File: src/rtl/fifo_serial_tx.sv
// fifo_serial_tx
//   Pops words from the team's synchronous FIFO and shifts each one out
//   LSB-first as a frame: start bit (0), DATA_WIDTH data bits, stop bit (1).
//   The FIFO has a registered data_out, so the word appears one cycle after
//   the rd_en pulse. That is why FETCH and LOAD are separate states.
//
//   State table:
//     state | meaning
//     IDLE  | line high; waits for enable && !fifo_empty
//     FETCH | one-cycle fifo_rd_en pulse
//     LOAD  | fifo_data valid; captured into shift register, tx driven low
//     START | start bit (0) held CLKS_PER_BIT cycles
//     DATA  | DATA_WIDTH data bits, LSB first, CLKS_PER_BIT cycles each
//     STOP  | stop bit (1); frame_done in its last cycle
//
// Ports
//   clk         in   clock, all state updates on posedge
//   rst_n       in   synchronous active-low reset
//   enable      in   allows a new frame to start (sampled in IDLE only)
//   fifo_empty  in   FIFO empty flag
//   fifo_rd_en  out  FIFO read strobe, one pulse per word
//   fifo_data   in   FIFO data_out, valid the cycle after rd_en
//   tx          out  registered serial line, idles high
//   busy        out  high whenever not in IDLE
//   frame_done  out  pulse in the last cycle of the stop bit
module fifo_serial_tx #(
    parameter int DATA_WIDTH   = 6,
    parameter int CLKS_PER_BIT = 4
) (
    input  logic                  clk,
    input  logic                  rst_n,
    input  logic                  enable,
    input  logic                  fifo_empty,
    output logic                  fifo_rd_en,
    input  logic [DATA_WIDTH-1:0] fifo_data,
    output logic                  tx,
    output logic                  busy,
    output logic                  frame_done
);

    localparam int BAUD_W = (CLKS_PER_BIT > 1) ? $clog2(CLKS_PER_BIT) : 1;
    localparam int IDX_W  = (DATA_WIDTH > 1) ? $clog2(DATA_WIDTH) : 1;
    localparam logic [BAUD_W-1:0] BAUD_LAST = BAUD_W'(CLKS_PER_BIT - 1);
    localparam logic [IDX_W-1:0]  IDX_LAST  = IDX_W'(DATA_WIDTH - 1);

    typedef enum logic [2:0] {
        S_IDLE,
        S_FETCH,
        S_LOAD,
        S_START,
        S_DATA,
        S_STOP
    } state_t;

    state_t                  state, state_nxt;
    logic                    tx_r, tx_nxt;
    logic [BAUD_W-1:0]       baud_cnt, baud_nxt;
    logic [IDX_W-1:0]        bit_idx, bit_nxt;
    logic [DATA_WIDTH-1:0]   shift, shift_nxt;
    logic                    baud_end;

    assign baud_end = (baud_cnt == BAUD_LAST);
    assign tx       = tx_r;

    always_ff @(posedge clk) begin
        if (!rst_n) begin
            state    <= S_IDLE;
            tx_r     <= 1'b1;
            baud_cnt <= '0;
            bit_idx  <= '0;
            shift    <= '0;
        end else begin
            state    <= state_nxt;
            tx_r     <= tx_nxt;
            baud_cnt <= baud_nxt;
            bit_idx  <= bit_nxt;
            shift    <= shift_nxt;
        end
    end

    always_comb begin
        state_nxt  = state;
        tx_nxt     = tx_r;
        baud_nxt   = baud_cnt;
        bit_nxt    = bit_idx;
        shift_nxt  = shift;
        fifo_rd_en = 1'b0;
        busy       = (state != S_IDLE);
        frame_done = 1'b0;

        case (state)
            S_IDLE: begin
                tx_nxt   = 1'b1;
                baud_nxt = '0;
                bit_nxt  = '0;
                if (enable && !fifo_empty) begin
                    state_nxt = S_FETCH;
                end
            end
            S_FETCH: begin
                fifo_rd_en = 1'b1;
                state_nxt  = S_LOAD;
            end
            S_LOAD: begin
                shift_nxt = fifo_data;
                tx_nxt    = 1'b0;
                baud_nxt  = '0;
                state_nxt = S_START;
            end
            S_START: begin
                if (baud_end) begin
                    // Present bit 0 and pre-shift so shift[0] is always the next bit.
                    baud_nxt  = '0;
                    bit_nxt   = '0;
                    tx_nxt    = shift[0];
                    shift_nxt = shift >> 1;
                    state_nxt = S_DATA;
                end else begin
                    baud_nxt = baud_cnt + 1'b1;
                end
            end
            S_DATA: begin
                if (baud_end) begin
                    baud_nxt = '0;
                    if (bit_idx == IDX_LAST) begin
                        tx_nxt    = 1'b1;
                        state_nxt = S_STOP;
                    end else begin
                        bit_nxt   = bit_idx + 1'b1;
                        tx_nxt    = shift[0];
                        shift_nxt = shift >> 1;
                    end
                end else begin
                    baud_nxt = baud_cnt + 1'b1;
                end
            end
            S_STOP: begin
                if (baud_end) begin
                    frame_done = 1'b1;
                    baud_nxt   = '0;
                    state_nxt  = S_IDLE;
                end else begin
                    baud_nxt = baud_cnt + 1'b1;
                end
            end
            default: begin
                state_nxt = S_IDLE;
            end
        endcase
    end

endmodule

File: config.mk
export PLATFORM = sky130hd
export DESIGN_NAME = fifo_serial_tx
export DESIGN_NICKNAME = d
export VERILOG_FILES = /design/src/rtl/fifo_serial_tx.sv
export SDC_FILE = /design/constraint.sdc
export NUM_CORES = 1
export LEC_CHECK = 0
export ABC_AREA = 1
export CAP_MARGIN = 20
export CORE_MARGIN = 2
export CORE_UTILIZATION = 50
export DETAILED_ROUTE_END_ITERATION = 10
export PLACE_DENSITY = 0.7
export SYNTH_ARGS = -nofsm -noshare
export SYNTH_HDL_FRONTEND = slang
export SYNTH_SLANG_ARGS = --single-unit
File: constraint.sdc
create_clock -name clk -period 1.5 [get_ports clk]
set_clock_uncertainty 0.05 [all_clocks]
set_input_delay 0.45 -clock clk [delete_from_list [all_inputs] [get_ports clk]]
set_output_delay 0.45 -clock clk [all_outputs]
set_load 0.02 [all_outputs]
==> out/qor.yml, run 1 <==
run_status:
  status: "finished with violations"
  violations: "setup timing"
power:
  power.internal_mw: 1.45
  power_frac_comb: 0.661
  p_sw_mw: 1.34
  switching_share: 0.480
  p_per_area_mw_per_mm2: 1990
  pwr-share-clk: 0.092
  ir_drop_uv: 1110
  leakagePower_nw: 0.709
  power_frac_seq: 0.247
cts:
  cts_hold_buf: 0
  clkTransAtPathRegs_ns: 0.10
  clkLatencyLatePin_ns: 0.31
  cts-root-buf: "clkbuf_4"
  cts.path.max_buffers: 2
  cts_tree: "done"
  h-tree-depth: 1
  cts_buffers: 3
  cts_num_sinks: 15
global_route:
  antenna_found_initial: 0
  track_usage: 0.214
  grt_max_degree: 13
  grt_pass1_vias: 978
  grt_overflow: 0
  grt_pass1_wl_um: 4000
placement:
  dp_slack_ns: -0.212
  io_buffers: 13
  placed_area_mm2: 0.00120
  gp_congestion: 0.847
  hpwl_um: 1670
finish:
  syn_to_final_growth_pct: 42.9
  fin_area_mm2: 0.00140
  fill_cells: 146
  diodes: 0
  nNetsFinal: 202
  layout-drive-gt1-share: 0.348
routing:
  wl_per_cell_um: 11.9
  antenna_left: 0
  drtIter0Drc: 28
  detail_route.vias_per_cell: 4.93
  vias: 1056
  drc: 0
  drt_pass1_iterations: 4
  wl_um: 2540
timing:
  slew_headroom: 0.868
  worst_pin_slew_ns: 0.199
  fin_crit_ns: 1.57
  setup_viol: 3
  layout_setup_ws_ns: -0.0723
  fmax_mhz: 636
  fin_crit_sh: 1.05
  hold_viol: 0
  rsz0062_at_grt: "true"
  drv_slew: 0
yosys:
  yosysSeqAreaShare: 0.306
  yosys.area.top_type: "dfxtp_1"
  synth_nets: 168
  synth_top_cells_by_area: "dfxtp_1 (31%), nand2_1 (15%), nor2_1 (12%)"
  synth_area_um2: 982
  yosys.area.top_type_share: 0.306
  avgSynthCellArea_um2: 6.38
  ys_types: 19
  yosys_warnings: 0
  ys_seq_elements: 15
  syn_inst: 154
floorplan:
  fp.dieW_um: 48.3
  io_pins: 14
  coreArea_mm2: 0.00190
  die_y_um: 48.3
  dieArea_mm2: 0.00233
  start_util: 0.516
  rows: 16
setup_path:
  end_kind: "output port"
  critPathKind: "reg2out"
  crit_fanout: 4
  crit_path_start_kind: "flop"
  cp.required_ns: 1.00
  cp_data_arrival_time_ns: 1.07
worst_hold_path:
  hp-class: "reg2reg"
run:
  cap_violations: 0
[final cells by class]
class	count	area, um2	share of cell area
Clock buffer	3	22.5	0.0160
Clock inverter	1	5.00	0.00357
Inverter	22	87.6	0.0624
Multi-Input combinational cell	113	647	0.461
Sequential cell	15	313	0.223
Tap cell	27	33.8	0.0241
Timing Repair Buffer	33	295	0.210
[critical path, cell delays in order (launching register included)]
cell	delay [ns]
dfxtp_4	0.38
buf_6	0.12
nor2_4	0.08
nand2_2	0.06
buf_6	0.13
[path summary, 6_finish.rpt]
kind,startpoint,endpoint,slack [ns],depth (start not counted)
setup / recovery,state[0],busy,-0.07,4
hold reg to reg,bit_idx[2],bit_idx[2],0.46,2
hold / removal,bit_idx[2],bit_idx[2],0.46,2
setup reg to reg,baud_cnt[0],state[0],0.02,9
[stage by stage]
stage / setup TNS (ns) / std cells / hold WS [ns] / util / total power, mW
2_1_floorplan: 0 / 154 / 0.408 / - / 1.80
3_3_place_gp: -0.688 / 203 / 0.426 / 0.634 / 2.11
3_5_place_dp: -0.823 / 203 / 0.437 / 0.634 / 2.18
4_1_cts: -0.103 / 209 / 0.464 / 0.670 / 2.53
5_1_grt: -0.572 / 214 / 0.500 / 0.738 / 3.05
6_report: -0.164 / 214 / 0.461 / 0.738 / 2.79
[Yosys cell counts, drive strengths merged]
library cell / count
buf: 5
nand3: 11
nand2: 43
a21oi: 6
o21ai: 11
nand4: 2
ha: 4
nor2: 35
dfxtp: 15
inv: 22
[metal layers]
metal	part of all wire	vias to the layer above	global-route usage
met5	0	-	0
met4	0.033	0	0.105
met3	0.043	9	0.0401
met2	0.51	28	0.359
met1	0.41	480	0.266
li1	-	539	-
[power by group through the flow]
stage,sequential (mW),clock (mW),combinational (mW)
2_1_floorplan,0.668,0,1.13
3_3_place_gp,0.660,0,1.45
3_5_place_dp,0.672,0,1.51
4_1_cts,0.664,0.247,1.62
5_1_grt,0.710,0.274,2.06
6_report,0.690,0.257,1.85
[repair_timing]
item / CTS / global route
pin swaps: 2 / 5
cloned: 0 / 1
resized for setup: 28 / 29
buffers inserted: 3 / 4
setup endpoints to repair: 8 / 18
endpoints found under the hold margin: 0 / 0
[state kept, by name, indices dropped and copies added, names as in the netlist]
name	cells
baud_cnt	2
bit_idx	3
shift	6
state	3
tx	1
[cell families after synthesis]
logic type,share of synthesized area
compound gates,0.0866
flops,0.306
fa+ha+maj,0.0510
buf+inv,0.131
simple gates,0.425
[placed cells by master, fill, tap and decap left out, types with 3 or more instances in the layout]
| cell | instances |
|---|---|
| inv_2 | 6 |
| nand2_1 | 34 |
| a21oi_1 | 6 |
| nand3_1 | 7 |
| nand3_2 | 3 |
| clkdlybuf4s50_1 | 9 |
| inv_1 | 14 |
| buf_6 | 6 |
| buf_4 | 17 |
| nor2_1 | 27 |
| nand2_4 | 6 |
| dfxtp_2 | 4 |
| nor2_4 | 6 |
| clkbuf_4 | 3 |
| nand2_2 | 4 |
| dfxtp_1 | 9 |
| o21ai_1 | 10 |
Note: power is estimated with default switching activity, not from simulation.
==> run 2: changes to the inputs <==
PLACE_DENSITY = 0.71   (was 0.7)
==> out/qor.yml, run 2 (synthesis results as in run 1) <==
finish:
  top_regs: "shift: 6 flops, bit_idx: 3 flops, state: 3 flops"  # unchanged
  largest_register: "shift"  # unchanged
  fill_cells: 154  # was 146
  largest_register_ffs: 6  # unchanged
  layout_commonest_cell: "nand2_1"  # unchanged
  syn_to_final_growth_pct: 33.2  # was 42.9%
  diodes: 0  # unchanged
  final_cell_mix: "nand2_1 (35), nor2_1 (28), inv_1 (17)"  # was nand2_1 (34), nor2_1 (27), buf_4 (17)
  seqCellArea_um2: 313  # unchanged
  layout-drive-gt1-share: 0.286  # was 0.348
  multiInputGateArea_um2: 603  # was 647 um2
  nNetsFinal: 197  # was 202
timing:
  fin_crit_sh: 1.03  # was 1.05
  fin_crit_ns: 1.54  # was 1.57 ns
  worst_pin_slew_ns: 0.206  # was 0.199 ns
  layout_setup_ws_ns: -0.0414  # was -0.0723 ns
  rsz0062_at_grt: "true"  # unchanged
  tns_ns: -0.0669  # was -0.164 ns
  setup_viol: 2  # was 3
  drv_slew: 0  # unchanged
  hold_viol: 0  # unchanged
  fmax_mhz: 649  # was 636 MHz
  slew_headroom: 0.863  # was 0.868
routing:
  drtIter0Drc: 33  # was 28
  wl_met2_um: 998  # was 1290 um
  dr_wl_met3_um: 103  # was 110 um
  detail_route.vias_per_cell: 4.67  # was 4.93
  wl_um: 2070  # was 2540 um
  antenna_left: 0  # unchanged
  drt_pass1_iterations: 4  # unchanged
  top_layer: "met3"  # was met4
  drc: 0  # unchanged
  vias: 976  # was 1056
  wl_per_cell_um: 9.92  # was 11.9 um
  wl_met1_um: 971  # was 1050 um
global_route:
  antenna_found_initial: 0  # unchanged
  track_usage: 0.180  # was 0.214
  grt_max_degree: 13  # unchanged
  grt_pass1_wl_um: 3420  # was 4000 um
  grt_overflow: 0  # unchanged
  grt_pass1_vias: 857  # was 978
cts:
  clkLatencyLatePin_ns: 0.28  # was 0.31 ns
  cts.path.max_buffers: 2  # unchanged
  cts-root-buf: "clkbuf_4"  # unchanged
  cts_num_sinks: 15  # unchanged
  cts_buffers: 3  # unchanged
  cts_hold_buf: 0  # unchanged
  h-tree-depth: 1  # unchanged
  cts_tree: "done"  # unchanged
  clkTransAtPathRegs_ns: 0.09  # was 0.10 ns
run_status:
  status: "finished with violations"  # unchanged
  violations: "setup timing"  # unchanged
setup_path:
  cp.required_ns: 1.00  # about the same
  crit_path_cell_trace: "inv_4 -> nand3_2 -> nor2_1 -> buf_4"  # was buf_6 -> nor2_4 -> nand2_2 -> buf_6
  crit_path_start_kind: "flop"  # unchanged
  max_stage_delay_ns: 0.37  # was 0.38 ns
  cp_data_arrival_time_ns: 1.04  # was 1.07 ns
  crit_fanout: 4  # unchanged
  end_kind: "output port"  # unchanged
  crit_buf_inv: 2  # unchanged
  critPathKind: "reg2out"  # unchanged
  slowest_stage: "dfxtp_4"  # unchanged
  cp_top_family: "flip-flops"  # unchanged
floorplan:
  dieArea_mm2: 0.00233  # unchanged
  coreArea_mm2: 0.00190  # unchanged
  rows: 16  # unchanged
  io_pins: 14  # unchanged
  die_y_um: 48.3  # unchanged
  start_util: 0.516  # unchanged
  fp.dieW_um: 48.3  # unchanged
worst_hold_path:
  hp-class: "reg2reg"  # unchanged
power:
  leakagePower_nw: 0.673  # was 0.709 nW
  ir_drop_uv: 1210  # was 1110 uV
  p_per_area_mw_per_mm2: 1980  # was 1990 mW/mm2
  power_mw: 2.60  # was 2.79 mW
run:
  cap_violations: 0  # unchanged
placement:
  hpwl_um: 1550  # was 1670 um
  gp_congestion: 0.856  # was 0.847
  io_buffers: 13  # unchanged
[run 2: changes by cell type in the layout (fill, tap and decap cells not counted), sizes merged]
cell | previous run | this run
buf | 23 | 18
clkdlybuf4s15 | 1 | 0
dlygate4sd2 | 0 | 1
clkbuf | 3 | 4
clkinv | 1 | 0
[run 2: stage by stage]
stage / cell area (um2) / util / instances / setup WS, ns / hold slack (ns)
global placement: 1200 / 0.634 / 203 / -0.194 / 0.425
CTS: 1250 / 0.657 / 207 / -0.0711 / 0.452
global route: 1310 / 0.688 / 209 / -0.0985 / 0.486
floorplan: 982 / - / 154 / 0.0296 / 0.408
detailed placement: 1200 / 0.634 / 203 / -0.235 / 0.442
finish: 1310 / 0.688 / 209 / -0.0414 / 0.448
[run 2: worst paths after layout]
| check | cells after the start | startpoint | slack, ns | to |
|---|---|---|---|---|
| min reg2reg | 2 | tx | 0.45 | tx |
| max | 4 | state[1] | -0.04 | frame_done |
| min | 2 | tx | 0.45 | tx |
| max reg2reg | 8 | state[2] | 0.05 | shift[3] |
[run 2: per-layer routing]
metal	global-route usage	vias up
met2	0.301	26
met4	0.0524	0
met3	0.0340	0
met1	0.237	422
met5	0	-
li1	-	528
[run 2: repair_timing]
action                                  4_1_cts  5_1_grt
endpoints found under the setup margin        5       16
setup buffers                                 0        1
pin swaps                                     2        4
gates cloned                                  0        1
gates resized for setup                      26       15
[run 2: power by group]
group	switching (mW)	leakage (nW)	internal, mW
Combinational	0.996	0.531	0.680
Sequential	0.106	0.126	0.587
Clock	0.125	0.0150	0.103
Total	1.23	0.673	1.37
[run 2: cell type report]
cell class | count | share of cell area
timing repair buffer | 28 | 0.187
clock buffer | 4 | 0.0201
inverter | 22 | 0.0669
multi-input combinational | 113 | 0.461
tap | 27 | 0.0258
sequential | 15 | 0.239
[run 2: worst reg2reg max path, cell delays in order (launching register included)]
cell	delay (ns)
dfxtp_4	0.37
buf_4	0.14
buf_4	0.17
nand2_2	0.09
nand3_2	0.10
nor2_4	0.17
nand2_4	0.10
nor2_1	0.11
nor2_1	0.05
==> run 3: changes to the inputs <==
TNS_END_PERCENT = 1   (was default)
==> out/qor.yml, run 3 (synthesis results as in run 1) <==
run_status:
  status: "finished with violations"  # unchanged
  violations: "setup timing"  # unchanged
global_route:
  track_usage: 0.180  # unchanged
  grt_overflow: 0  # unchanged
  grt_pass1_vias: 853  # was 857
  use_met2: 0.301  # unchanged
  grt-busiest-layer: "met2"  # unchanged
  met3_usage: 0.0340  # unchanged
  grt_max_degree: 13  # unchanged
  antenna_found_initial: 0  # unchanged
  use_met1: 0.237  # unchanged
  grt_pass1_wl_um: 3420  # unchanged
finish:
  fin_cells: 209  # unchanged
  fill_cells: 160  # was 154
  nNetsFinal: 197  # unchanged
  fin_util: 0.675  # was 0.688
  layout_commonest_cell: "nand2_1"  # unchanged
  largest_register_ffs: 6  # unchanged
  fin_area_mm2: 0.00128  # was 0.00131 mm2
  layout-drive-gt1-share: 0.264  # was 0.286
  diodes: 0  # unchanged
  syn_to_final_growth_pct: 30.7  # was 33.2%
  top_regs: "shift: 6 flops, bit_idx: 3 flops, state: 3 flops"  # unchanged
  largest_register: "shift"  # unchanged
  final_cell_mix: "nand2_1 (37), nor2_1 (29), inv_1 (17)"  # was nand2_1 (35), nor2_1 (28), inv_1 (17)
placement:
  hpwl_um: 1550  # unchanged
  dp.cells: 203  # unchanged
  io_buffers: 13  # unchanged
  gp_congestion: 0.856  # unchanged
  dp_slack_ns: -0.235  # unchanged
  placed_area_mm2: 0.00120  # unchanged
routing:
  drc: 0  # unchanged
  detail_route.vias_per_cell: 4.69  # was 4.67
  wl_um: 1940  # was 2070 um
  drt_pass1_iterations: 4  # unchanged
  vias: 981  # was 976
  antenna_left: 0  # unchanged
  wl_per_cell_um: 9.26  # was 9.92 um
  drtIter0Drc: 37  # was 33
cts:
  cts_hold_buf: 0  # unchanged
  h-tree-depth: 1  # unchanged
  clkTransAtPathRegs_ns: 0.09  # about the same
  cts_num_sinks: 15  # unchanged
  cts_buffers: 3  # unchanged
  clkLatencyLatePin_ns: 0.28  # about the same
  cts_tree: "done"  # unchanged
  cts-root-buf: "clkbuf_4"  # unchanged
  cts.path.max_buffers: 2  # unchanged
timing:
  hold_viol: 0  # unchanged
  hold_ws_ns: 0.449  # was 0.448 ns
  layout_setup_ws_ns: -0.0408  # was -0.0414 ns
  setup_viol: 3  # was 2
  worst_pin_slew_ns: 0.227  # was 0.206 ns
  tns_ns: -0.108  # was -0.0669 ns
  fin_crit_sh: 1.03  # about the same
  slew_headroom: 0.848  # was 0.863
  rsz0062_at_grt: "true"  # unchanged
  fmax_mhz: 649  # about the same
  fin_crit_ns: 1.54  # about the same
  drv_slew: 0  # unchanged
setup_path:
  crit_path_start_kind: "flop"  # unchanged
  cp.required_ns: 1.00  # about the same
  cp_data_arrival_time_ns: 1.04  # about the same
  crit_fanout: 4  # unchanged
  critPathKind: "reg2out"  # unchanged
  regToRegSetupSlack_ns: 0  # was 0.05 ns
  end_kind: "output port"  # unchanged
floorplan:
  io_pins: 14  # unchanged
  fp.dieW_um: 48.3  # unchanged
  rows: 16  # unchanged
  start_util: 0.516  # unchanged
  coreArea_mm2: 0.00190  # unchanged
  die_y_um: 48.3  # unchanged
  dieArea_mm2: 0.00233  # unchanged
power:
  ir_drop_uv: 1200  # was 1210 uV
  power_mw: 2.51  # was 2.60 mW
  leakagePower_nw: 0.668  # was 0.673 nW
  p_per_area_mw_per_mm2: 1950  # was 1980 mW/mm2
run:
  cap_violations: 0  # unchanged
worst_hold_path:
  hp-class: "reg2reg"  # unchanged
run 3: cell types whose count changed in the layout (fill, tap and decap cells not counted), sizes merged:
cell | before | now
buf | 18 | 19
nand2 | 44 | 43
run 3: final timing paths:
kind,start,cells after the start,endpoint
setup / recovery,state[1],4,frame_done
hold / removal,tx,2,tx
setup reg to reg,state[2],9,state[2]
hold reg to reg,tx,2,tx
run 3: repair_timing:
action                                  4_1_cts  5_1_grt
setup buffers                                 0        2
hold endpoints to repair                      0        0
gates resized for setup                      19       14
pin swaps                                     0        4
endpoints found under the setup margin        5       16
run 3: metal layers:
layer  part of all wire  routed length, um  up-vias
met2               0.46                896       21
met3              0.049                 94        4
met1               0.48                925      427
met4              0.010                 20        0
li1                   -                  -      529
met5                  0                  0        -
run 3: worst max-delay path, cell delays in order, from the launching register on:
cell,delay (ns)
dfxtp_4,0.37
inv_4,0.07
nand3_2,0.07
nor2_1,0.11
buf_4,0.14
run 3: area by class of cell:
cell class                      count  area, um2  share of cell area
Multi-Input combinational cell    112        574               0.447
Sequential cell                    15        312               0.243
Timing Repair Buffer               29        253               0.197
Inverter                           22       85.1              0.0663
Tap cell                           27       33.8              0.0263
Clock buffer                        4       26.3              0.0205
run 3: where the power goes:
group | switching, mW | internal [mW]
Sequential | 0.101 | 0.585
Clock | 0.125 | 0.103
Combinational | 0.930 | 0.661
